===== config.mk =====
export PLATFORM = sky130hd
export DESIGN_NAME = multicycle_control_fsm_flat
export DESIGN_NICKNAME = d
export VERILOG_FILES = /design/src/rtl/multicycle_control_fsm_if.sv /design/src/rtl/multicycle_control_fsm.sv /design/src/flat_wrapper.sv
export SDC_FILE = /design/constraint.sdc
export NUM_CORES = 1
export LEC_CHECK = 0
export ABC_AREA = 0
export CAP_MARGIN = 10
export CORE_ASPECT_RATIO = 0.5
export CORE_MARGIN = 2
export CORE_UTILIZATION = 40
export DETAILED_ROUTE_END_ITERATION = 16
export DONT_BUFFER_PORTS = 1
export SLEW_MARGIN = 20
export SYNTH_ARGS = -nofsm -noshare
export SYNTH_HDL_FRONTEND = slang
export SYNTH_SLANG_ARGS = --single-unit
export TNS_END_PERCENT = 100

===== constraint.sdc =====
create_clock -name CLK -period 4.7 [get_ports CLK]
set_input_delay 0.47 -clock CLK [delete_from_list [all_inputs] [get_ports CLK]]
set_output_delay 0.47 -clock CLK [all_outputs]
set_load 0.02 [all_outputs]

===== src/rtl/multicycle_control_fsm_if.sv =====
// Control bus between the multicycle sequencer and the RV32 subset datapath.
interface multicycle_control_fsm_if;
  logic [6:0] OP;
  logic [2:0] Funct3;
  logic [6:0] Funct7;
  logic       MemReady;
  logic       PCWrite;
  logic       IRWrite;
  logic       ULASrc;
  logic [2:0] ULAControl;
  logic       ImmSrc;
  logic       RegWrite;
  logic       MemRead;
  logic       MemWrite;
  logic       ResultSrc;
  logic       Retire;
  logic       Illegal;
  logic [3:0] State;

  // Sequencer side: reads IR fields and memory handshake, drives datapath controls.
  modport master (
    input  OP, Funct3, Funct7, MemReady,
    output PCWrite, IRWrite, ULASrc, ULAControl, ImmSrc, RegWrite,
           MemRead, MemWrite, ResultSrc, Retire, Illegal, State
  );

  // Datapath side: supplies IR fields and memory handshake, consumes controls.
  modport slave (
    output OP, Funct3, Funct7, MemReady,
    input  PCWrite, IRWrite, ULASrc, ULAControl, ImmSrc, RegWrite,
           MemRead, MemWrite, ResultSrc, Retire, Illegal, State
  );
endinterface


===== src/rtl/multicycle_control_fsm.sv =====
// Moore sequencer stepping the shared datapath through fetch/decode/execute/memory/write-back.
module multicycle_control_fsm (
  input logic                      CLK,
  input logic                      RST_N,
  multicycle_control_fsm_if.master bus
);

  localparam logic [6:0] OP_R     = 7'b0110011;
  localparam logic [6:0] OP_I     = 7'b0010011;
  localparam logic [6:0] OP_LOAD  = 7'b0000011;
  localparam logic [6:0] OP_STORE = 7'b0100011;
  localparam logic [6:0] F7_BASE  = 7'b0000000;
  localparam logic [6:0] F7_ALT   = 7'b0100000;

  localparam logic [2:0] ALU_ADD = 3'b000;
  localparam logic [2:0] ALU_SUB = 3'b001;
  localparam logic [2:0] ALU_AND = 3'b010;
  localparam logic [2:0] ALU_OR  = 3'b011;
  localparam logic [2:0] ALU_XOR = 3'b100;
  localparam logic [2:0] ALU_SLT = 3'b101;

  typedef enum logic [3:0] {
    S_FETCH     = 4'd0,
    S_DECODE    = 4'd1,
    S_EXEC_R    = 4'd2,
    S_EXEC_I    = 4'd3,
    S_ALU_WB    = 4'd4,
    S_MEM_ADDR  = 4'd5,
    S_MEM_READ  = 4'd6,
    S_MEM_WB    = 4'd7,
    S_MEM_WRITE = 4'd8,
    S_TRAP      = 4'd9
  } state_t;

  typedef enum logic [1:0] {CLS_R, CLS_ADDI, CLS_LB, CLS_SB} cls_t;

  typedef struct packed {
    logic       pc_write;
    logic       ir_write;
    logic       ula_src;
    logic [2:0] ula_ctrl;
    logic       imm_src;
    logic       reg_write;
    logic       mem_read;
    logic       mem_write;
    logic       result_src;
    logic       retire;
    logic       illegal;
  } ctrl_t;

  state_t     state_q, state_nxt, dec_state;
  cls_t       cls_q, cls_nxt, dec_cls;
  logic [2:0] alu_q, alu_nxt, dec_alu;
  logic       imm_q, imm_nxt, dec_imm;
  ctrl_t      out_q, out_nxt;

  // Instruction decode of the IR fields; only consumed while in DECODE.
  always_comb begin
    dec_state = S_TRAP;
    dec_cls   = CLS_R;
    dec_alu   = ALU_ADD;
    dec_imm   = 1'b0;
    case (bus.OP)
      OP_R: begin
        dec_state = S_EXEC_R;
        case ({bus.Funct3, bus.Funct7})
          {3'b000, F7_BASE}: dec_alu = ALU_ADD;
          {3'b000, F7_ALT}:  dec_alu = ALU_SUB;
          {3'b111, F7_BASE}: dec_alu = ALU_AND;
          {3'b110, F7_BASE}: dec_alu = ALU_OR;
          {3'b100, F7_BASE}: dec_alu = ALU_XOR;
          {3'b010, F7_BASE}: dec_alu = ALU_SLT;
          default:           dec_state = S_TRAP;
        endcase
      end
      OP_I: begin
        if (bus.Funct3 == 3'b000) begin
          dec_state = S_EXEC_I;
          dec_cls   = CLS_ADDI;
        end
      end
      OP_LOAD: begin
        if (bus.Funct3 == 3'b000) begin
          dec_state = S_MEM_ADDR;
          dec_cls   = CLS_LB;
        end
      end
      OP_STORE: begin
        if (bus.Funct3 == 3'b000) begin
          dec_state = S_MEM_ADDR;
          dec_cls   = CLS_SB;
          dec_imm   = 1'b1;
        end
      end
      default: ;
    endcase
  end

  // Next state and next latched decode values.
  always_comb begin
    state_nxt = state_q;
    cls_nxt   = cls_q;
    alu_nxt   = alu_q;
    imm_nxt   = imm_q;
    case (state_q)
      S_FETCH:  state_nxt = S_DECODE;
      S_DECODE: begin
        state_nxt = dec_state;
        cls_nxt   = dec_cls;
        alu_nxt   = dec_alu;
        imm_nxt   = dec_imm;
      end
      S_EXEC_R, S_EXEC_I:  state_nxt = S_ALU_WB;
      S_ALU_WB, S_MEM_WB:  state_nxt = S_FETCH;
      S_MEM_ADDR:  state_nxt = (cls_q == CLS_LB) ? S_MEM_READ : S_MEM_WRITE;
      S_MEM_READ:  if (bus.MemReady) state_nxt = S_MEM_WB;
      S_MEM_WRITE: if (bus.MemReady) state_nxt = S_FETCH;
      S_TRAP:      state_nxt = S_TRAP;
      default:     state_nxt = S_TRAP;
    endcase
  end

  // Moore controls for the state being entered, so they can be registered.
  always_comb begin
    out_nxt = '0;
    case (state_nxt)
      S_FETCH: begin
        out_nxt.pc_write = 1'b1;
        out_nxt.ir_write = 1'b1;
      end
      S_EXEC_R, S_EXEC_I: begin
        out_nxt.ula_src  = (cls_nxt == CLS_ADDI);
        out_nxt.ula_ctrl = alu_nxt;
      end
      S_ALU_WB: begin
        out_nxt.ula_src   = (cls_nxt == CLS_ADDI);
        out_nxt.ula_ctrl  = alu_nxt;
        out_nxt.reg_write = 1'b1;
        out_nxt.retire    = 1'b1;
      end
      S_MEM_ADDR: begin
        out_nxt.ula_src = 1'b1;
        out_nxt.imm_src = imm_nxt;
      end
      S_MEM_READ: begin
        out_nxt.ula_src  = 1'b1;
        out_nxt.imm_src  = imm_nxt;
        out_nxt.mem_read = 1'b1;
      end
      S_MEM_WRITE: begin
        out_nxt.ula_src   = 1'b1;
        out_nxt.imm_src   = imm_nxt;
        out_nxt.mem_write = 1'b1;
      end
      S_MEM_WB: begin
        out_nxt.reg_write  = 1'b1;
        out_nxt.result_src = 1'b1;
        out_nxt.retire     = 1'b1;
      end
      S_TRAP:  out_nxt.illegal = 1'b1;
      default: ;
    endcase
  end

  // State, latched decode and control registers; reset lands in FETCH.
  always_ff @(posedge CLK) begin
    if (!RST_N) begin
      state_q <= S_FETCH;
      cls_q   <= CLS_R;
      alu_q   <= ALU_ADD;
      imm_q   <= 1'b0;
      out_q   <= '{pc_write: 1'b1, ir_write: 1'b1, default: '0};
    end else begin
      state_q <= state_nxt;
      cls_q   <= cls_nxt;
      alu_q   <= alu_nxt;
      imm_q   <= imm_nxt;
      out_q   <= out_nxt;
    end
  end

  // Reset forces every output low immediately; store retire waits on MemReady.
  assign bus.PCWrite    = RST_N & out_q.pc_write;
  assign bus.IRWrite    = RST_N & out_q.ir_write;
  assign bus.ULASrc     = RST_N & out_q.ula_src;
  assign bus.ULAControl = RST_N ? out_q.ula_ctrl : 3'b000;
  assign bus.ImmSrc     = RST_N & out_q.imm_src;
  assign bus.RegWrite   = RST_N & out_q.reg_write;
  assign bus.MemRead    = RST_N & out_q.mem_read;
  assign bus.MemWrite   = RST_N & out_q.mem_write;
  assign bus.ResultSrc  = RST_N & out_q.result_src;
  assign bus.Retire     = RST_N & (out_q.retire | ((state_q == S_MEM_WRITE) & bus.MemReady));
  assign bus.Illegal    = RST_N & out_q.illegal;
  assign bus.State      = RST_N ? state_q : 4'd0;

endmodule


===== src/flat_wrapper.sv =====
// flat-port wrapper written by rule: the top's interface ports become plain ports
module multicycle_control_fsm_flat 
  (CLK, RST_N, bus_OP, bus_Funct3, bus_Funct7, bus_MemReady, bus_PCWrite, bus_IRWrite, bus_ULASrc, bus_ULAControl, bus_ImmSrc, bus_RegWrite, bus_MemRead, bus_MemWrite, bus_ResultSrc, bus_Retire, bus_Illegal, bus_State);
  multicycle_control_fsm_if bus_i ();
  input logic CLK;
  input logic RST_N;
  input wire logic [$bits(bus_i.OP)-1:0] bus_OP;
  input wire logic [$bits(bus_i.Funct3)-1:0] bus_Funct3;
  input wire logic [$bits(bus_i.Funct7)-1:0] bus_Funct7;
  input wire logic [$bits(bus_i.MemReady)-1:0] bus_MemReady;
  output wire logic [$bits(bus_i.PCWrite)-1:0] bus_PCWrite;
  output wire logic [$bits(bus_i.IRWrite)-1:0] bus_IRWrite;
  output wire logic [$bits(bus_i.ULASrc)-1:0] bus_ULASrc;
  output wire logic [$bits(bus_i.ULAControl)-1:0] bus_ULAControl;
  output wire logic [$bits(bus_i.ImmSrc)-1:0] bus_ImmSrc;
  output wire logic [$bits(bus_i.RegWrite)-1:0] bus_RegWrite;
  output wire logic [$bits(bus_i.MemRead)-1:0] bus_MemRead;
  output wire logic [$bits(bus_i.MemWrite)-1:0] bus_MemWrite;
  output wire logic [$bits(bus_i.ResultSrc)-1:0] bus_ResultSrc;
  output wire logic [$bits(bus_i.Retire)-1:0] bus_Retire;
  output wire logic [$bits(bus_i.Illegal)-1:0] bus_Illegal;
  output wire logic [$bits(bus_i.State)-1:0] bus_State;
  assign bus_i.OP = bus_OP;
  assign bus_i.Funct3 = bus_Funct3;
  assign bus_i.Funct7 = bus_Funct7;
  assign bus_i.MemReady = bus_MemReady;
  assign bus_PCWrite = bus_i.PCWrite;
  assign bus_IRWrite = bus_i.IRWrite;
  assign bus_ULASrc = bus_i.ULASrc;
  assign bus_ULAControl = bus_i.ULAControl;
  assign bus_ImmSrc = bus_i.ImmSrc;
  assign bus_RegWrite = bus_i.RegWrite;
  assign bus_MemRead = bus_i.MemRead;
  assign bus_MemWrite = bus_i.MemWrite;
  assign bus_ResultSrc = bus_i.ResultSrc;
  assign bus_Retire = bus_i.Retire;
  assign bus_Illegal = bus_i.Illegal;
  assign bus_State = bus_i.State;
  multicycle_control_fsm u_core (.CLK(CLK), .RST_N(RST_N), .bus(bus_i));
endmodule

# Yosys cells after proc, flatten, opt, wreduce, memory -nomap -nowiden
# Index checks and enable logic that the tools add are counted.
[totals]
regBits = 22
word_cells = 94
in_bits = 20
out_inout_bits = 17
[op_classes]
n_reduce_logical = 13
muxes = 28
bitwise = 12
eq_ne = 27
[ops]
columns = ["op", "n"]
rows = [
  ["== test 4 x 3 -> 1 bit, second input constant", 8],
  ["== test 10 bit, second input constant", 3],
  ["two-way mux 4 bit", 7],
  ["one-hot mux 4 bit (7 select lines)", 1],
  ["== test 4 x 2 -> 1 bit, second input constant", 4],
  ["one-hot mux 3 bit (5 select lines)", 1],
  ["== test 7 x 6 -> 1 bit, second input constant", 2],
  ["== test 4 bit, second input constant", 3],
  ["one-hot mux 4 bit (3 select lines)", 1],
  ["bitwise AND 1 bit", 11],
  ["== test 10 x 6 -> 1 bit, second input constant", 1],
  ["== test 10 x 9 -> 1 bit, second input constant", 1],
  ["logical NOT 10 bit", 1],
  ["two-way mux 1 bit", 9],
  ["two-way mux 3 bit", 3],
  ["logical NOT 4 bit", 2],
  ["two-way mux 2 bit", 4],
  ["OR reduction 2 bit", 4],
  ["== test 7 x 2 -> 1 bit, second input constant", 1],
  ["== test 7 x 5 -> 1 bit, second input constant", 1],
  ["one-hot mux 2 bit (3 select lines)", 1],
  ["OR reduction 3 bit", 2],
  ["OR reduction 6 bit", 1],
  ["== test 4 x 1 -> 1 bit, second input constant", 1],
  ["other kinds (6)", 7],
]

# Logic depth before layout (Yosys ltp)
[logic_depth]
word_depth = 8
mapped_depth = 8
ltp_nobuf = 6

# Worst setup path before layout
# OpenSTA, ideal clock, no wires.
[synth_path]
path_type = "in2reg"
from = "input port bus_Funct7[0]"
to = "register u_core.out_q[8] (netlist name)"
t_arrival_ps = 2274
stages = 6
path_buffers = 0
setup_slack_ps = 2367
setup_time_ps = 60
required_time_ps = 4640
path_cell_list = "or4_4 -> or4_4 -> or2_0 -> or3_1 -> a21oi_2 -> and2_1"
[synth_via]
elab_chain_len = 8
word_cells_on_any_way = 18
classes_between = "8 x eq/ne; 6 x mux; 4 x reduce/logical"
[synth_rtl]
columns = ["element", "line", "rtl"]
rows = [
  ["from (decl)", "flat_wrapper.sv:9", "input wire logic [$bits(bus_i.Funct7)-1:0] bus_Funct7;"],
  ["== test 10 x 6 -> 1 bit, or another cell as far along", "multicycle_control_fsm.sv:66", "case ({bus.Funct3, bus.Funct7})"],
  ["OR reduction 6 bit (no source line)", "n/a", ""],
  ["two-way mux 4 bit", "multicycle_control_fsm.sv:66", ""],
  ["one-hot mux 4 bit (3 select lines)", "multicycle_control_fsm.sv:63", "case (bus.OP)"],
  ["one-hot mux 4 bit (7 select lines)", "multicycle_control_fsm.sv:105", "case (state_q)"],
  ["== test 4 x 2 -> 1 bit or == test 4 x 3 -> 1 bit (tied branches)", "multicycle_control_fsm.sv:126", "case (state_nxt)"],
  ["OR reduction 3 bit (no source line)", "n/a", ""],
  ["AND reduction 2 bit (no source line)", "n/a", ""],
  ["to (signal assigned)", "multicycle_control_fsm.sv:178", "out_q <= out_nxt;"],
  ["to (decl)", "multicycle_control_fsm.sv:55", "ctrl_t out_q, out_nxt;"],
]
# Several ways; a longest one is shown, not always the timed one.
# A chain may end at the register's enable or synchronous reset.

# Worst setup path after layout
[layout_path]
from = "register u_core.state_q[0]"
to = "register u_core.out_q[6] (netlist name)"
[layout_via]
elab_chain_len = 6
word_cells_on_any_way = 20
classes_between = "11 x eq/ne; 4 x mux; 5 x reduce/logical"
[layout_rtl]
columns = ["element", "line", "rtl"]
rows = [
  ["from (decl)", "multicycle_control_fsm.sv:51", "state_t state_q, state_nxt, dec_state;"],
  ["from (signal assigned)", "multicycle_control_fsm.sv:174", "state_q <= state_nxt;"],
  ["== test 4 x 3 -> 1 bit or == test 4 x 2 -> 1 bit (tied branches)", "multicycle_control_fsm.sv:105", ""],
  ["OR reduction 2 bit", "multicycle_control_fsm.sv:105", ""],
  ["one-hot mux 4 bit (7 select lines)", "multicycle_control_fsm.sv:105", ""],
  ["== test 4 x 3 -> 1 bit or == test 4 bit (tied branches)", "multicycle_control_fsm.sv:126", ""],
  ["OR reduction 3 bit (no source line)", "n/a", ""],
  ["AND reduction 2 bit (no source line)", "n/a", ""],
]
# Several ways; a longest one is shown, not always the timed one.

==> results.cfg <==
[synthesis]
synth_area_sq_um = 1130
yosysSeqAreaShare_pct = 37.2
synth_top_family_by_area = simple AND/OR/NAND/NOR gates
synth_simple_gate_area_share_pct = 38.2
avgSynthCellArea_sq_um = 8.19
synth.most_common_cell = dfxtp_1
async_flop_share_pct = 0
ys_warn_count = 0
synth-edff-count = 0
syn-num-nets = 158
synth.distinct_cells = 37
synth-seq-cells = 21
synthTopCellsByCount = dfxtp_1 (21), and2_1 (18), nor2_1 (13)
synthXorXnorAreaFrac_pct = 2.33
synthCells = 138
yosysTopAreaCell = dfxtp_1
synthFlopType = dfxtp_1
synth_top_area_share_pct = 37.2
synth_compound_area_share_pct = 15.3
synthMuxAreaShare_pct = 2.66
synth_area_leaders = dfxtp_1 (37%), and2_1 (10%), nor2_1 (4.3%)
yosys.area_share.adder_pct = 0

[timing]
slew_viol_final = 0
finalCriticalPeriod_ns = 2.31
timing.fmax_ghz = 0.433
finalCritPeriodShare_pct = 49.2
max-slew-margin-rel_pct = 56.9
worst_hold_slack_ns = 0.287
rsz0062_at_grt = false
hold_viol_final = 0
fin_worst_skew_ns = 0.00194
worst_slew_pin_slew_ns = 0.642
fin_setup_tns_ns = 0
finalSetupViolations = 0

[run]
cap_viol_max_count = 0

[die]
num_rows = 13
die_y_microns = 41.6
core-area_sq_um = 2640
die_w_microns = 79.2
dieArea_sq_um = 3290
io_pins = 37
start_util_pct = 42.9

[setup_path]
startpoint_type = flip-flop
crit_chain = nor4b_2, nand4_1, o31ai_1, nand2_1, o22a_1, a21oi_1
r2r_setup_slack_ns = 2.39
crit_required_ns = 4.89
end_kind = flip-flop
path_max_fanout = 8
slowest_stage = o31ai_1
r2r_start = u_core.state_q[0]
critPathTopFamily = compound AO/OA/AOI/OAI gates
cp-startpoint = u_core.state_q[0]
slowest_delay_ns = 0.61
path_buf_inv = 0
crit_type = flip-flop to flip-flop
cp.arrival_ns = 2.50

[place]
dp_hpwl_microns = 1920
port_buffers = 0
dp.cells = 169
gp_congestion = 0.814

[finish]
nFillCells = 286
antenna_cells = 0
instances_no_fill = 173
drive_gt1_share_pct = 5.15
areaGrowthSynthToFinish_pct = 5.76
nets = 157

[clock_tree]
htree_num_levels = 1
cts_tree = yes
cts_buffers = 3
clock_latency_ns = 0.25
cts_hold_buffers = 0
cts_root_buf = clkbuf_8
path_clk_slew_ns = 0.07
post_cts_resize_count = 0
postCtsSetupRepairBufs = 0
cts_buffer_depth = 2
clock_sinks = 21

[global_route]
grt_overflow_total = 0
track_usage_pct = 15.0
grt_pass1_wl_microns = 3830
grt_max_degree = 23
antenna_found_initial = 0
grt_pass1_vias = 827

[status]
status = finished, final reports clean

[drt]
routed_via_density = 5.48
route.met3.wl_microns = 152
drt_iter0_drc = 40
ant_nets = 0
drt-total-wl_microns = 2400
drc = 0
wl_per_cell_microns = 13.9
topRoutingLayerUsed = met4
vias = 948
wl_met1_microns = 1200
dr.pass1.iters = 4
route.met2.wl_microns = 1020

[pwr]
power_density_nw_per_um2 = 299
p_total_mw = 0.357
p_leak_nw = 0.437
vdd_drop_max_uv = 136

[min_path]
min_from = RST_N
hp-class = input port to flip-flop
## cells by family (layout without fill, tap and decap cells)
logic type,Yosys count,after routing
compound gates,26,26
xor+xnor,3,3
buf+inv,12,10
flops,21,21
mux,3,3
simple gates,73,73
## cell usage in the layout, fill, tap and decap left out, types with 3 or more instances in the layout
cell type and instances:
a21oi_1 8, and2_1 18, clkbuf_8 3, dfxtp_1 21, inv_1 5, mux2i_1 3, nand2_1 12, nand3_1 3
nand4_1 3, nor2_1 13, nor2b_1 5, nor4b_1 3, o21ai_0 3, o41ai_1 3, xnor2_1 3
## layer usage
| metal | up-vias | GRT usage (%) |
|---|---|---|
| met1 | 434 | 21.2 |
| met2 | 29 | 21.0 |
| met5 | - | 0 |
| met3 | 4 | 5.87 |
| met4 | 0 | 4.14 |
| li1 | 481 | - |
## flip-flops by register name (all words and copies together), names as in the netlist
register	count
u_core.state_q	4
u_core.cls_q	2
u_core.imm_q	1
u_core.out_q	11
u_core.alu_q	3
## stage by stage
step	utilization (%)	setup slack (ns)	area [sq um]
final	45.3	2.39	1190
after global routing	45.3	2.16	1190
after CTS	45.3	2.42	1190
after detailed placement	43.6	2.28	1150
after global placement	43.6	2.29	1150
after floorplan	-	2.37	1130
## worst register-to-register path, stage by stage (launching register included)
cell     delay [ns]
dfxtp_1        0.45
nor4b_2        0.43
nand4_1        0.20
o31ai_1        0.61
nand2_1        0.19
o22a_1         0.25
a21oi_1        0.11
## where the power goes
part           internal (mW)  switching, mW
logic                 0.0194         0.0350
clock network         0.0602         0.0524
registers              0.184        0.00636
## final cells by class
cell class                      count  area [sq um]  area share, %
Tap cell                           37          46.3           3.87
Clock buffer                        4          45.0           3.77
Sequential cell                    21           420           35.2
Multi-Input combinational cell    105           661           55.3
Inverter                            6          22.5           1.88
## worst paths after layout
check / to / cells after the start
max: u_core.out_q[6] / 6
min: u_core.out_q[11] / 1
max reg2reg: u_core.out_q[6] / 6
min reg2reg: u_core.alu_q[1] / 2
Note: power is estimated with default switching activity, not from simulation.
